==> config.mk <==
export PLATFORM = sky130hd
export DESIGN_NAME = aad_tile_loader
export DESIGN_NICKNAME = d
export VERILOG_FILES = /design/src/rtl/aad_tile_loader.sv
export SDC_FILE = /design/constraint.sdc
export NUM_CORES = 1
export LEC_CHECK = 0
export ABC_AREA = 0
export CAP_MARGIN = 20
export CORE_MARGIN = 2
export CORE_UTILIZATION = 47
export CTS_BUF_LIST = sky130_fd_sc_hd__clkbuf_8
export DETAILED_ROUTE_END_ITERATION = 8
export GPL_TIMING_DRIVEN = 0
export PLACE_DENSITY_LB_ADDON = 0.12
export SYNTH_ARGS = -nofsm -noshare
export SYNTH_HDL_FRONTEND = slang
export SYNTH_SLANG_ARGS = --single-unit
==> constraint.sdc <==
create_clock -name clk -period 21.7 [get_ports clk]
set_input_delay 6.51 -clock clk [delete_from_list [all_inputs] [get_ports clk]]
set_output_delay 6.51 -clock clk [all_outputs]
set_load 0.01 [all_outputs]
==> src/rtl/aad_tile_loader.sv <==
// aad_tile_loader: packs a raster pixel stream into 8x8 tiles held on a valid/ready bus.
// Define AAD_LOADER_PINGPONG_EN for two-bank ping-pong build; default is a single bank.
module aad_tile_loader #(
    parameter int DATA_W   = 8,
    parameter int TILE_DIM = 8,
    parameter int CNT_W    = 16
) (
    input  logic                                clk,
    input  logic                                rst,
    input  logic                                in_valid,
    output logic                                in_ready,
    input  logic [DATA_W-1:0]                   in_pixel,
    input  logic                                in_last,
    output logic                                tile_valid,
    input  logic                                tile_ready,
    output logic [DATA_W*TILE_DIM*TILE_DIM-1:0] tile_data,
    output logic [CNT_W-1:0]                    tile_count,
    output logic                                err_last
);
    localparam int N     = TILE_DIM * TILE_DIM;
    localparam int IDX_W = $clog2(N);
`ifdef AAD_LOADER_PINGPONG_EN
    localparam int NB = 2;
`else
    localparam int NB = 1;
`endif

    typedef enum logic [1:0] {EMPTY, FILLING, FULL} bank_state_t;

    bank_state_t       r_state     [NB];
    bank_state_t       w_state_nxt [NB];
    logic [DATA_W-1:0] r_mem       [NB][N];
    logic [IDX_W-1:0]  r_wr_idx;
    logic              r_run;
    logic [CNT_W-1:0]  r_count;
    logic              r_err;
    logic              w_wr_bank;
    logic              w_rd_bank;
    logic              w_accept;
    logic              w_consume;
    logic              w_last_beat;

    assign w_last_beat = r_wr_idx == IDX_W'(N - 1);
    assign in_ready    = r_run && r_state[w_wr_bank] != FULL;
    assign tile_valid  = r_state[w_rd_bank] == FULL;
    assign w_accept    = in_valid && in_ready;
    assign w_consume   = tile_valid && tile_ready;
    assign tile_count  = r_count;
    assign err_last    = r_err;

`ifdef AAD_LOADER_PINGPONG_EN
    logic r_wr_bank;
    logic r_rd_bank;

    always_ff @(posedge clk or posedge rst) begin
        if (rst) begin
            r_wr_bank <= 1'b0;
            r_rd_bank <= 1'b0;
        end else begin
            if (w_accept && w_last_beat) r_wr_bank <= ~r_wr_bank;
            if (w_consume) r_rd_bank <= ~r_rd_bank;
        end
    end

    assign w_wr_bank = r_wr_bank;
    assign w_rd_bank = r_rd_bank;
`else
    assign w_wr_bank = 1'b0;
    assign w_rd_bank = 1'b0;
`endif

    always_ff @(posedge clk or posedge rst) begin
        if (rst) begin
            for (int b = 0; b < NB; b++) r_state[b] <= EMPTY;
        end else begin
            for (int b = 0; b < NB; b++) r_state[b] <= w_state_nxt[b];
        end
    end

    // Consume and fill never target the same bank in one cycle: a FULL bank refuses beats.
    always_comb begin
        for (int b = 0; b < NB; b++) begin
            w_state_nxt[b] = r_state[b];
            if (w_consume && w_rd_bank == 1'(b)) w_state_nxt[b] = EMPTY;
            if (w_accept && w_wr_bank == 1'(b)) w_state_nxt[b] = w_last_beat ? FULL : FILLING;
        end
    end

    always_ff @(posedge clk or posedge rst) begin
        if (rst) begin
            for (int b = 0; b < NB; b++)
                for (int i = 0; i < N; i++) r_mem[b][i] <= '0;
            r_wr_idx <= '0;
            r_run    <= 1'b0;
            r_count  <= '0;
            r_err    <= 1'b0;
        end else begin
            r_run <= 1'b1;
            if (w_accept) begin
                r_mem[w_wr_bank][r_wr_idx] <= in_pixel;
                r_wr_idx <= r_wr_idx + 1'b1;
                if (in_last != w_last_beat) r_err <= 1'b1;
            end
            if (w_consume) r_count <= r_count + 1'b1;
        end
    end

    // Gating with tile_valid keeps the bus quiet while a bank is still being filled.
    for (genvar i = 0; i < N; i++) begin : g_out
        assign tile_data[i*DATA_W +: DATA_W] = tile_valid ? r_mem[w_rd_bank][i] : '0;
    end
endmodule

Word-level counts from Yosys, hierarchy flattened
Cells that the tools add are included.
{ "word_totals": {"reg_bits": 538, "inputBits": 13, "output_inout_bits": 531, "word_cells": 154} }
{ "classes": {"add_sub_neg": 2, "magnitude_cmp": 2, "n_eq_ne": 4, "n_mux": 70, "n_bitwise": 1, "reduce_logical": 6} }
{ "op_table": {"columns": ["op", "count"], "rows": [
  ["$mux W8", 65],
  ["$bwmux W512", 1],
  ["$demux W8 S6", 1],
  ["$add A16 B1 Y16 const B", 1],
  ["$ge A7 B7 Y1 const B", 1],
  ["$lt A7 B1 Y1 const B", 1],
  ["$not A6 Y7", 1],
  ["$add A6 B1 Y6 const B", 1],
  ["$eq A6 B6 Y1 const B", 1],
  ["$mux W2", 3],
  ["$logic_and A1 B1 Y1", 4],
  ["$eq A2 B2 Y1 const B", 1],
  ["$ne A2 B2 Y1 const B", 1],
  ["$reduce_and A2 Y1", 1],
  ["$reduce_bool A2 Y1", 1],
  ["$ne A1 B1 Y1", 1]
]} }

Logic depth before layout (Yosys ltp)
Gate-level depths: netlist of run 1.
{ "depth": {"depth_word": 6, "mapped_depth": 6, "mapped_depth_nobuf": 5} }

Least setup slack after synthesis of run 1
OpenSTA, ideal clock, no wires.
{ "synth_timing": {"kind": "reg2out", "startpoint": "register r_state[0] (netlist bit)", "endpoint": "output tile_data[0]", "t_arrival_ns": 1.484, "required_ns": 15.190, "setup_slack_ns": 13.706, "path_stages_with_launch": 7, "n_path_buf": 3, "path_cell_list": "dfrtp_1 -> nand2b_2 -> buf_6 -> inv_2 -> clkbuf_1 -> clkbuf_1 -> and2_1"} }
{ "synth_via": {"elab_chain_len": 2} }
{ "synth_rtl": {"columns": ["element", "line", "text"], "rows": [
  ["start, declared", "30", "bank_state_t r_state [NB];"],
  ["$eq A2 B2 Y1", "45", "assign tile_valid = r_state[w_rd_bank] == FULL;"],
  ["$mux W8", "110", "assign tile_data[i*DATA_W +: DATA_W] = tile_valid ? r_mem[w_rd_bank][i] : '0;"],
  ["end, declared", "16", "output logic [DATA_W*TILE_DIM*TILE_DIM-1:0] tile_data,"]
]} }
Every way passes these cells.

Final worst setup path of run 1
{ "layout_timing": {"startpoint": "register r_state[0] (netlist bit)", "endpoint": "output tile_data[296]"} }
The elaborated chain is that of the path after synthesis.

==> results.json, run 1 <==
{
  "grt-ovfl-total": 0,
  "synthXorXnorAreaFrac_pct": 0.763,
  "area_delta_synth_final_pct": 34.3,
  "relSlewSlack_pct": 25.7,
  "critPathKind": "flip-flop to primary output",
  "max_freq_mhz": 96.0,
  "fin_skew_ns": 0.0225,
  "clock_sinks": 538,
  "synthTopCellsByArea": "dfrtp_1 (56%), mux2_2 (23%), and2_1 (13%), clkbuf_1 (1.6%), nor2_2 (1.2%)",
  "syn_area_um2": 24100,
  "yosysTopAreaCellShare_pct": 55.9,
  "met3_length_um": 5940,
  "synthMuxAreaShare_pct": 24.0,
  "drtIter0Drc": 913,
  "drtPass1Iterations": 5,
  "ys_ff_latch": 538,
  "portBuffers": 535,
  "path_max_fanout": 10,
  "nets": 2492,
  "fin_crit_sh_pct": 48.0,
  "yosysSeqAreaShare_pct": 55.9,
  "htreeDepth": 3,
  "fill_cells": 3930,
  "clock_path_buffers": 3,
  "wirelength_um": 80600,
  "cts_tree": "yes",
  "cts_setup_buffers": 0,
  "arrival_ns": 3.90,
  "synth_fa_ha_area_share_pct": 0.104,
  "irDropWorstVdd_mv": 0.0691,
  "clk_latency_ns": 0.67,
  "highest_layer": "met5",
  "drv_slew": 0,
  "grt_pass1_wl_um": 117000,
  "postSynthCellCount": 1848,
  "wl_met1_um": 33200,
  "fp.dieW_um": 230,
  "root_buffer": "clkbuf_8",
  "status": "complete, no violations",
  "routed-wl-met2_um": 38300,
  "period_minus_slack_ns": 10.41,
  "drtAntennaViolNets": 0,
  "via_per_inst": 5.19,
  "ys_types": 39,
  "setup_viol": 0,
  "yosysWarnings": 0,
  "cp-start-kind": "flip-flop",
  "power_density_nw_per_um2": 75.0,
  "wire_per_inst_um": 25.0,
  "gp_congestion": 0.828,
  "die_area_um2": 53100,
  "antenna_found_initial": 3,
  "synth_top_family_by_area": "multiplexers",
  "synth-simple-area-share_pct": 17.0,
  "cts_hold_buf": 0,
  "grt_pass1_vias": 17600,
  "hpwl_um": 58700,
  "setup-tns-final_ns": 0,
  "avgSynthCellArea_um2": 13.0,
  "drc_errors": 0,
  "start_util_pct": 47.8,
  "grt_max_degree": 135,
  "final-hold-violation-count": 0,
  "hold_class": "flip-flop to flip-flop",
  "rsz0062_at_grt": "false",
  "cts-resized-gates": 0,
  "core_area_um2": 50400,
  "synth_top_cell_by_area": "dfrtp_1",
  "synth_compound_area_share_pct": 0.0675,
  "drive_gt1_share_pct": 28.6,
  "tightest_slew_ns": 1.11,
  "total_power_w": 0.00243,
  "grtUsageTotal_pct": 30.2,
  "crit_required_ns": 15.19,
  "drv_cap": 0,
  "vias": 16700,
  "end_kind": "primary output",
  "num_rows": 82,
  "clk_pin_slew_ns": 0.06,
  "cts-buffers-inserted": 88,
  "syn_nets": 1863,
  "fp.dieH_um": 230,
  "p_leak_nw": 14.9,
  "boundaryPins": 544
}
## worst paths after layout
| kind | startpoint | end | slack [ns] | cells after the start |
|---|---|---|---|---|
| hold reg to reg | err_last | err_last | 0.47 | 1 |
| min in group asynchronous | rst | r_mem[153] | 6.29 | 2 |
| setup reg to reg | r_state[0] | r_mem[399] | 19.42 | 5 |
| hold / removal | err_last | err_last | 0.47 | 1 |
| max in group asynchronous | rst | r_mem[304] | 13.39 | 5 |
| setup / recovery | r_state[0] | tile_data[296] | 11.29 | 7 |
## layout by cell type (no fill, tap or decap), drive strengths merged, types with 4 or more instances in the layout
| master | n |
|---|---|
| mux2 | 513 |
| xnor2 | 14 |
| nand4 | 5 |
| clkbuf | 231 |
| xor2 | 7 |
| nor2 | 73 |
| dfrtp | 538 |
| nand3 | 8 |
| clkdlybuf4s50 | 535 |
| nand4b | 4 |
| buf | 26 |
| clkinv | 9 |
| and2 | 515 |
| inv | 22 |
| nand2 | 15 |
| and3 | 4 |
## sequential cells by signal, summed over array words and instances, names as in the netlist
name and cells:
r_state 2, tile_count 16, err_last 1, r_wr_idx 6, r_mem 512, r_run 1
## worst max-delay path, stage by stage, from the launching register on
cell             delay, ns
dfrtp_1               0.41
nand2b_2              0.22
buf_6                 0.17
inv_2                 0.15
clkbuf_1              0.85
clkbuf_1              0.59
and2_1                0.21
clkdlybuf4s50_1       0.61
## logic make-up after synthesis
| group | count (synthesis) |
|---|---|
| xor+xnor | 21 |
| buf+inv | 130 |
| other cells | 1 |
| fa+ha+maj | 2 |
| simple gates | 641 |
| flops | 538 |
| compound gates | 2 |
| mux | 513 |
## layout make-up
type / count / area [um2] / share of cell area, %
Antenna cell: 2 / 5.00 / 0.0155
Buffer: 127 / 512 / 1.58
Clock buffer: 126 / 1730 / 5.36
Clock inverter: 32 / 219 / 0.677
Inverter: 3 / 18.8 / 0.0580
Multi-Input combinational cell: 1180 / 10100 / 31.2
Sequential cell: 538 / 13500 / 41.6
Tap cell: 672 / 841 / 2.60
Timing Repair Buffer: 539 / 5470 / 16.9
## Yosys cell counts (all sizes together)
| master | count |
|---|---|
| a21o | 1 |
| a31o | 1 |
| and2 | 515 |
| and2b | 1 |
| and3 | 4 |
| and3b | 1 |
| buf | 22 |
| clkbuf | 105 |
| conb | 1 |
| dfrtp | 538 |
| ha | 2 |
| inv | 3 |
| mux2 | 513 |
| nand2 | 15 |
| nand2b | 2 |
| nand3 | 8 |
| nand3b | 3 |
| nand4 | 5 |
| nand4b | 4 |
| nor2 | 73 |
| nor2b | 1 |
| nor3 | 3 |
| nor4 | 2 |
| or2 | 2 |
| or3 | 1 |
| or3b | 1 |
| xnor2 | 14 |
| xor2 | 7 |
## report_power, final
group          switching (W)  internal (W)  leakage (nW)
logic               0.000144      0.000127          6.49
clock network       0.000410      0.000548          1.08
registers          0.0000638       0.00114          7.37
total               0.000617       0.00181          14.9
## per-stage QoR
step	cells	area [um2]	utilization, %	setup WS (ns)	hold WS [ns]
final	3219	32400	64.2	11.29	0.474
after global routing	3217	32400	64.2	11.15	0.498
after CTS	3217	32400	64.2	11.26	0.477
after detailed placement	3059	30400	60.4	12.02	0.452
after global placement	3055	30300	60.1	-5.73	0.441
after floorplan	1848	24100	-	0.153	0.449
## per-layer routing
layer  global-route usage, %  vias to the layer above
li1                        -                     7394
met1                    38.1                     8605
met2                    49.2                      566
met3                    9.14                      155
met4                    11.5                        2
met5                       0                        -
No activity file was read; power rests on OpenSTA's default activity.
==> run 2: changes to the inputs <==
==> constraint.sdc (replaced) <==
create_clock -name clk -period 8.7 [get_ports clk]
set_input_delay 2.61 -clock clk [delete_from_list [all_inputs] [get_ports clk]]
set_output_delay 2.61 -clock clk [all_outputs]
set_load 0.01 [all_outputs]
==> run 2 against run 1 <==
Effect of this change: clock power is 120% higher; power grew 140%; die area unchanged; non-clock buffer count increased by 9; sequential share of layout area rose by 0.17 points; critical path depth unchanged; count of clock-buffer cells in the layout is 20 lower; first-iteration DRC count rose by 7.7%.
==> results.json, run 2 (synthesis gave the netlist of run 1 again) <==
{
  "setup-tns-final_ns": 0,
  "fin_skew_ns": 0.0192,
  "stdcell_count": 3227,
  "rsz0062_at_grt": "false",
  "grtUsageTotal_pct": 30.6,
  "switching_share_pct": 26.6,
  "area_delta_synth_final_pct": 33.8,
  "core_area_um2": 50400,
  "pwr-share-seq_pct": 51.6,
  "fp.dieH_um": 230,
  "clk_pin_slew_ns": 0.06,
  "drtIter0Drc": 983,
  "drv_slew": 0,
  "root_buffer": "clkbuf_8",
  "cp-start-kind": "flip-flop",
  "via_per_inst": 5.22,
  "period_minus_slack_ns": 6.51,
  "wirelength_um": 81600,
  "drv_cap": 0,
  "regArea_um2": 13500,
  "grt_max_degree": 46,
  "r2r_end": "r_mem[347]",
  "clk_latency_ns": 0.68,
  "dpl.cell_count": 3068,
  "end_kind": "primary output",
  "largest_reg_flops": 512,
  "max_freq_mhz": 154,
  "final_common_cell": "dfrtp_1",
  "fin_crit_sh_pct": 74.9,
  "num_rows": 82,
  "r2r_setup_slack_ns": 6.38,
  "cts_setup_buffers": 0,
  "critPathKind": "flip-flop to primary output",
  "tightest_slew_ns": 1.04,
  "setup_viol": 0,
  "whs_path_depth": 1,
  "fp.dieW_um": 230,
  "power_density_nw_per_um2": 180,
  "min_to": "err_last",
  "place_area_um2": 30600,
  "boundaryPins": 544,
  "dp_slack_ns": 2.91,
  "relSlewSlack_pct": 30.8,
  "r2r_start": "r_state[0]",
  "multi_input_area_um2": 10100,
  "internal_power_w": 0.00426,
  "r2r_cells": 5,
  "status": "complete, no violations",
  "hold_class": "flip-flop to flip-flop",
  "drive_gt1_share_pct": 27.9,
  "hpwl_um": 59300,
  "grt_pass1_vias": 17800,
  "hold_start": "err_last",
  "drtAntennaViolNets": 0,
  "wire_per_inst_um": 25.3,
  "cts-resized-gates": 0,
  "gp_congestion": 0.818,
  "htreeDepth": 3,
  "mostFrequentLayoutCells": "dfrtp_1 (538), clkdlybuf4s50_1 (535), and2_1 (515)",
  "clock_sinks": 538,
  "cts-buffers-inserted": 89,
  "postLayoutCellArea_um2": 32200,
  "drc_errors": 0,
  "drtPass1Iterations": 5,
  "p_leak_nw": 14.9,
  "portBuffers": 535,
  "clock_path_buffers": 3,
  "share_comb_of_total_power_pct": 11.8,
  "irDropWorstVdd_mv": 0.121,
  "die_area_um2": 53100,
  "layout_setup_ws_ns": 2.19,
  "grt_pass1_wl_um": 119000,
  "grt-ovfl-total": 0,
  "vias": 16900,
  "antenna_found_initial": 2,
  "switching_power_w": 0.00155,
  "clockPowerShare_pct": 36.5,
  "path_max_fanout": 10,
  "largest_register": "r_mem",
  "cts_hold_buf": 0,
  "nets": 2502,
  "arrival_ns": 3.90,
  "crit_required_ns": 6.09,
  "start_util_pct": 47.8,
  "cts_tree": "yes",
  "fill_cells": 3988,
  "final-hold-violation-count": 0
}
run 2: worst max-delay path by stage:
| stage | startpoint | to | slack, ns | depth (start not counted) |
|---|---|---|---|---|
| detailed placement | r_state[0] | tile_data[459] | 2.91 | 7 |
| global route | r_state[0] | tile_data[293] | 2.03 | 7 |
| CTS | r_state[0] | tile_data[459] | 2.18 | 7 |
| finish | r_state[0] | tile_data[293] | 2.19 | 7 |
| global placement | rst | r_mem[501] | -4.47 | 2 |
| floorplan | rst | err_last | -1.23 | 1 |
run 2: critical path, cell delays in order, from the launching register on:
cell	delay, ns
dfrtp_1	0.41
nand2b_2	0.22
buf_6	0.17
inv_2	0.17
clkbuf_1	0.80
clkbuf_1	0.58
and2_1	0.22
clkdlybuf4s50_1	0.65
run 2: cell type report:
| type | instances | share of cell area (%) |
|---|---|---|
| timing repair buffer | 548 | 17.4 |
| antenna | 3 | 0.0233 |
| sequential | 538 | 41.8 |
| tap | 672 | 2.61 |
| clock inverter | 50 | 0.671 |
| multi-input combinational | 1180 | 31.4 |
| clock buffer | 106 | 4.53 |
| inverter | 3 | 0.0466 |
| buffer | 127 | 1.59 |
run 2: power groups by stage:
stage	clock [W]	combinational (W)	sequential [W]
floorplan	0	0.000519	0.00298
global placement	0	0.000649	0.00303
detailed placement	0	0.000691	0.00304
CTS	0.00216	0.000693	0.00299
global route	0.00227	0.000745	0.00304
finish	0.00212	0.000688	0.00300
run 2: per-layer routing:
metal  routed length, um  GRT usage, %  vias to the layer above
met5                   0             0                        -
li1                    -             -                     7401
met2               39500          50.3                      549
met4                2780          10.6                        0
met1               34000          39.4                     8777
met3                5310          7.98                      130
run 2: metrics by stage:
| step | util, % | power, W | hold slack [ns] |
|---|---|---|---|
| after CTS | 64.0 | 0.00585 | 0.474 |
| after detailed placement | 60.7 | 0.00373 | 0.456 |
| after global placement | 60.1 | 0.00368 | 0.445 |
| after floorplan | - | 0.00350 | 0.449 |
| after global routing | 64.0 | 0.00605 | 0.481 |
| final | 64.0 | 0.00581 | 0.466 |
==> run 3: changes to the inputs <==
--- a/config.mk
+++ b/config.mk
@@ -8,7 +8,7 @@
 export ABC_AREA = 0
 export CAP_MARGIN = 20
 export CORE_MARGIN = 2
-export CORE_UTILIZATION = 47
+export CORE_UTILIZATION = 52
 export CTS_BUF_LIST = sky130_fd_sc_hd__clkbuf_8
 export DETAILED_ROUTE_END_ITERATION = 8
 export GPL_TIMING_DRIVEN = 0
==> constraint.sdc (replaced) <==
create_clock -name clk -period 6.7 [get_ports clk]
set_input_delay 2.01 -clock clk [delete_from_list [all_inputs] [get_ports clk]]
set_output_delay 2.01 -clock clk [all_outputs]
set_load 0.01 [all_outputs]
==> run 3 against run 2 <==
Effect of this change: sequential power increased by 30%; final cell count decreased by 2.1%; die area decreased by 9.5%; clock power increased by 39%; clock skew increased by 0.0024 ns; worst hold slack improved by 0.0044 ns; via count increased by 0.72%; cell area increased by 0.45%; sequential cell count unchanged; largest power group unchanged; highest routed layer unchanged.
==> results.json, run 3 (synthesis gave the netlist of run 1 again) <==
{
  "status": "complete, no violations",
  "nets": 2506,
  "dpl.cell_count": 2999,
  "grt_pass1_vias": 17800,
  "drv_slew": 0,
  "clock_sinks": 538,
  "hpwl_um": 58400,
  "drtIter0Drc": 965,
  "cts-buffers-inserted": 90,
  "diodes": 0,
  "drv_cap": 0,
  "largest_reg_flops": 512,
  "power_density_nw_per_um2": 238,
  "grtUsageTotal_pct": 33.1,
  "gp_congestion": 0.866,
  "crit_required_ns": 4.69,
  "clock_path_buffers": 3,
  "max_freq_mhz": 171,
  "drtPass1Iterations": 5,
  "antenna_found_initial": 1,
  "final-hold-violation-count": 0,
  "cp-start-kind": "flip-flop",
  "boundaryPins": 544,
  "root_buffer": "clkbuf_8",
  "core_area_um2": 45600,
  "grt_max_degree": 46,
  "wire_per_inst_um": 25.1,
  "clk_latency_ns": 0.66,
  "drtAntennaViolNets": 0,
  "tightest_slew_ns": 1.09,
  "setup_viol": 0,
  "final_common_cell": "dfrtp_1",
  "total_power_w": 0.00772,
  "num_rows": 78,
  "fin_util_pct": 71.0,
  "fp.dieH_um": 219,
  "mostFrequentLayoutCells": "dfrtp_1 (538), clkdlybuf4s50_1 (535), and2_1 (515)",
  "hold_start": "err_last",
  "fill_cells": 3266,
  "start_util_pct": 52.9,
  "area_delta_synth_final_pct": 34.4,
  "vias": 17000,
  "die_area_um2": 48100,
  "rsz0062_at_grt": "false",
  "r2r_start": "r_wr_idx[1]",
  "hold_class": "flip-flop to flip-flop",
  "p_leak_nw": 15.0,
  "portBuffers": 535,
  "period_minus_slack_ns": 5.85,
  "grt-ovfl-total": 0,
  "grt_pass1_wl_um": 115000,
  "critPathKind": "flip-flop to primary output",
  "cts-resized-gates": 0,
  "wirelength_um": 79300,
  "path_max_fanout": 10,
  "relSlewSlack_pct": 27.6,
  "arrival_ns": 3.84,
  "cp-startpoint": "r_state[0]",
  "cts_setup_buffers": 0,
  "clk_pin_slew_ns": 0.06,
  "drc_errors": 0,
  "end_kind": "primary output",
  "irDropWorstVdd_mv": 0.185,
  "fin_crit_sh_pct": 87.3,
  "drive_gt1_share_pct": 28.6,
  "cts_hold_buf": 0,
  "fin_skew_ns": 0.0217,
  "largest_register": "r_mem",
  "via_per_inst": 5.37,
  "cts_tree": "yes",
  "fp.dieW_um": 219,
  "htreeDepth": 3,
  "stdcell_count": 3160
}
run 3: final timing paths:
kind	to	slack [ns]	cells past startpoint
setup reg to reg	r_mem[397]	4.45	4
max in group asynchronous	r_mem[438]	3.59	7
hold / removal	err_last	0.47	1
min in group asynchronous	r_mem[397]	1.60	2
setup / recovery	tile_data[296]	0.85	7
hold reg to reg	err_last	0.47	1
run 3: worst max-delay path, stage by stage (launching register included):
cell	delay, ns
dfrtp_1	0.41
nand2b_2	0.22
buf_6	0.17
inv_2	0.15
clkbuf_1	0.83
clkbuf_1	0.54
and2_1	0.21
clkdlybuf4s50_1	0.64
run 3: per-stage QoR:
stage	cell area, um2	hold slack (ns)	TNS (ns)	worst slack, ns
floorplan	24100	0.449	-1412.79	-2.63
global placement	30200	0.446	-3070.37	-5.80
detailed placement	30500	0.453	0	1.47
CTS	32400	0.471	0	0.754
global route	32400	0.486	0	0.767
finish	32400	0.470	0	0.852
run 3: power by group:
part	leakage, nW	switching [W]	internal (W)
clock	1.07	0.00131	0.00163
combinational	6.59	0.000465	0.000424
sequential	7.37	0.000209	0.00368
total	15.0	0.00199	0.00573
run 3: per-layer routing:
layer  up-vias  share of wire [%]  GRT usage [%]
met1      8808                 41           41.9
met3       149                6.9           8.51
met4         0                4.0           13.0
met5         -                  0              0
li1       7432                  -              -
met2       590                 49           54.7
run 3: area by class of cell:
cell class / instances / area, um2 / share of cell area, %
flip-flops and latches: 538 / 13500 / 41.6
multi-input cells: 1180 / 10100 / 31.2
repair buffers: 551 / 5690 / 17.6
clock buffers: 120 / 1650 / 5.10
well taps: 600 / 751 / 2.32
plain buffers: 127 / 512 / 1.58
clock inverters: 41 / 196 / 0.607
inverters: 3 / 15.0 / 0.0464
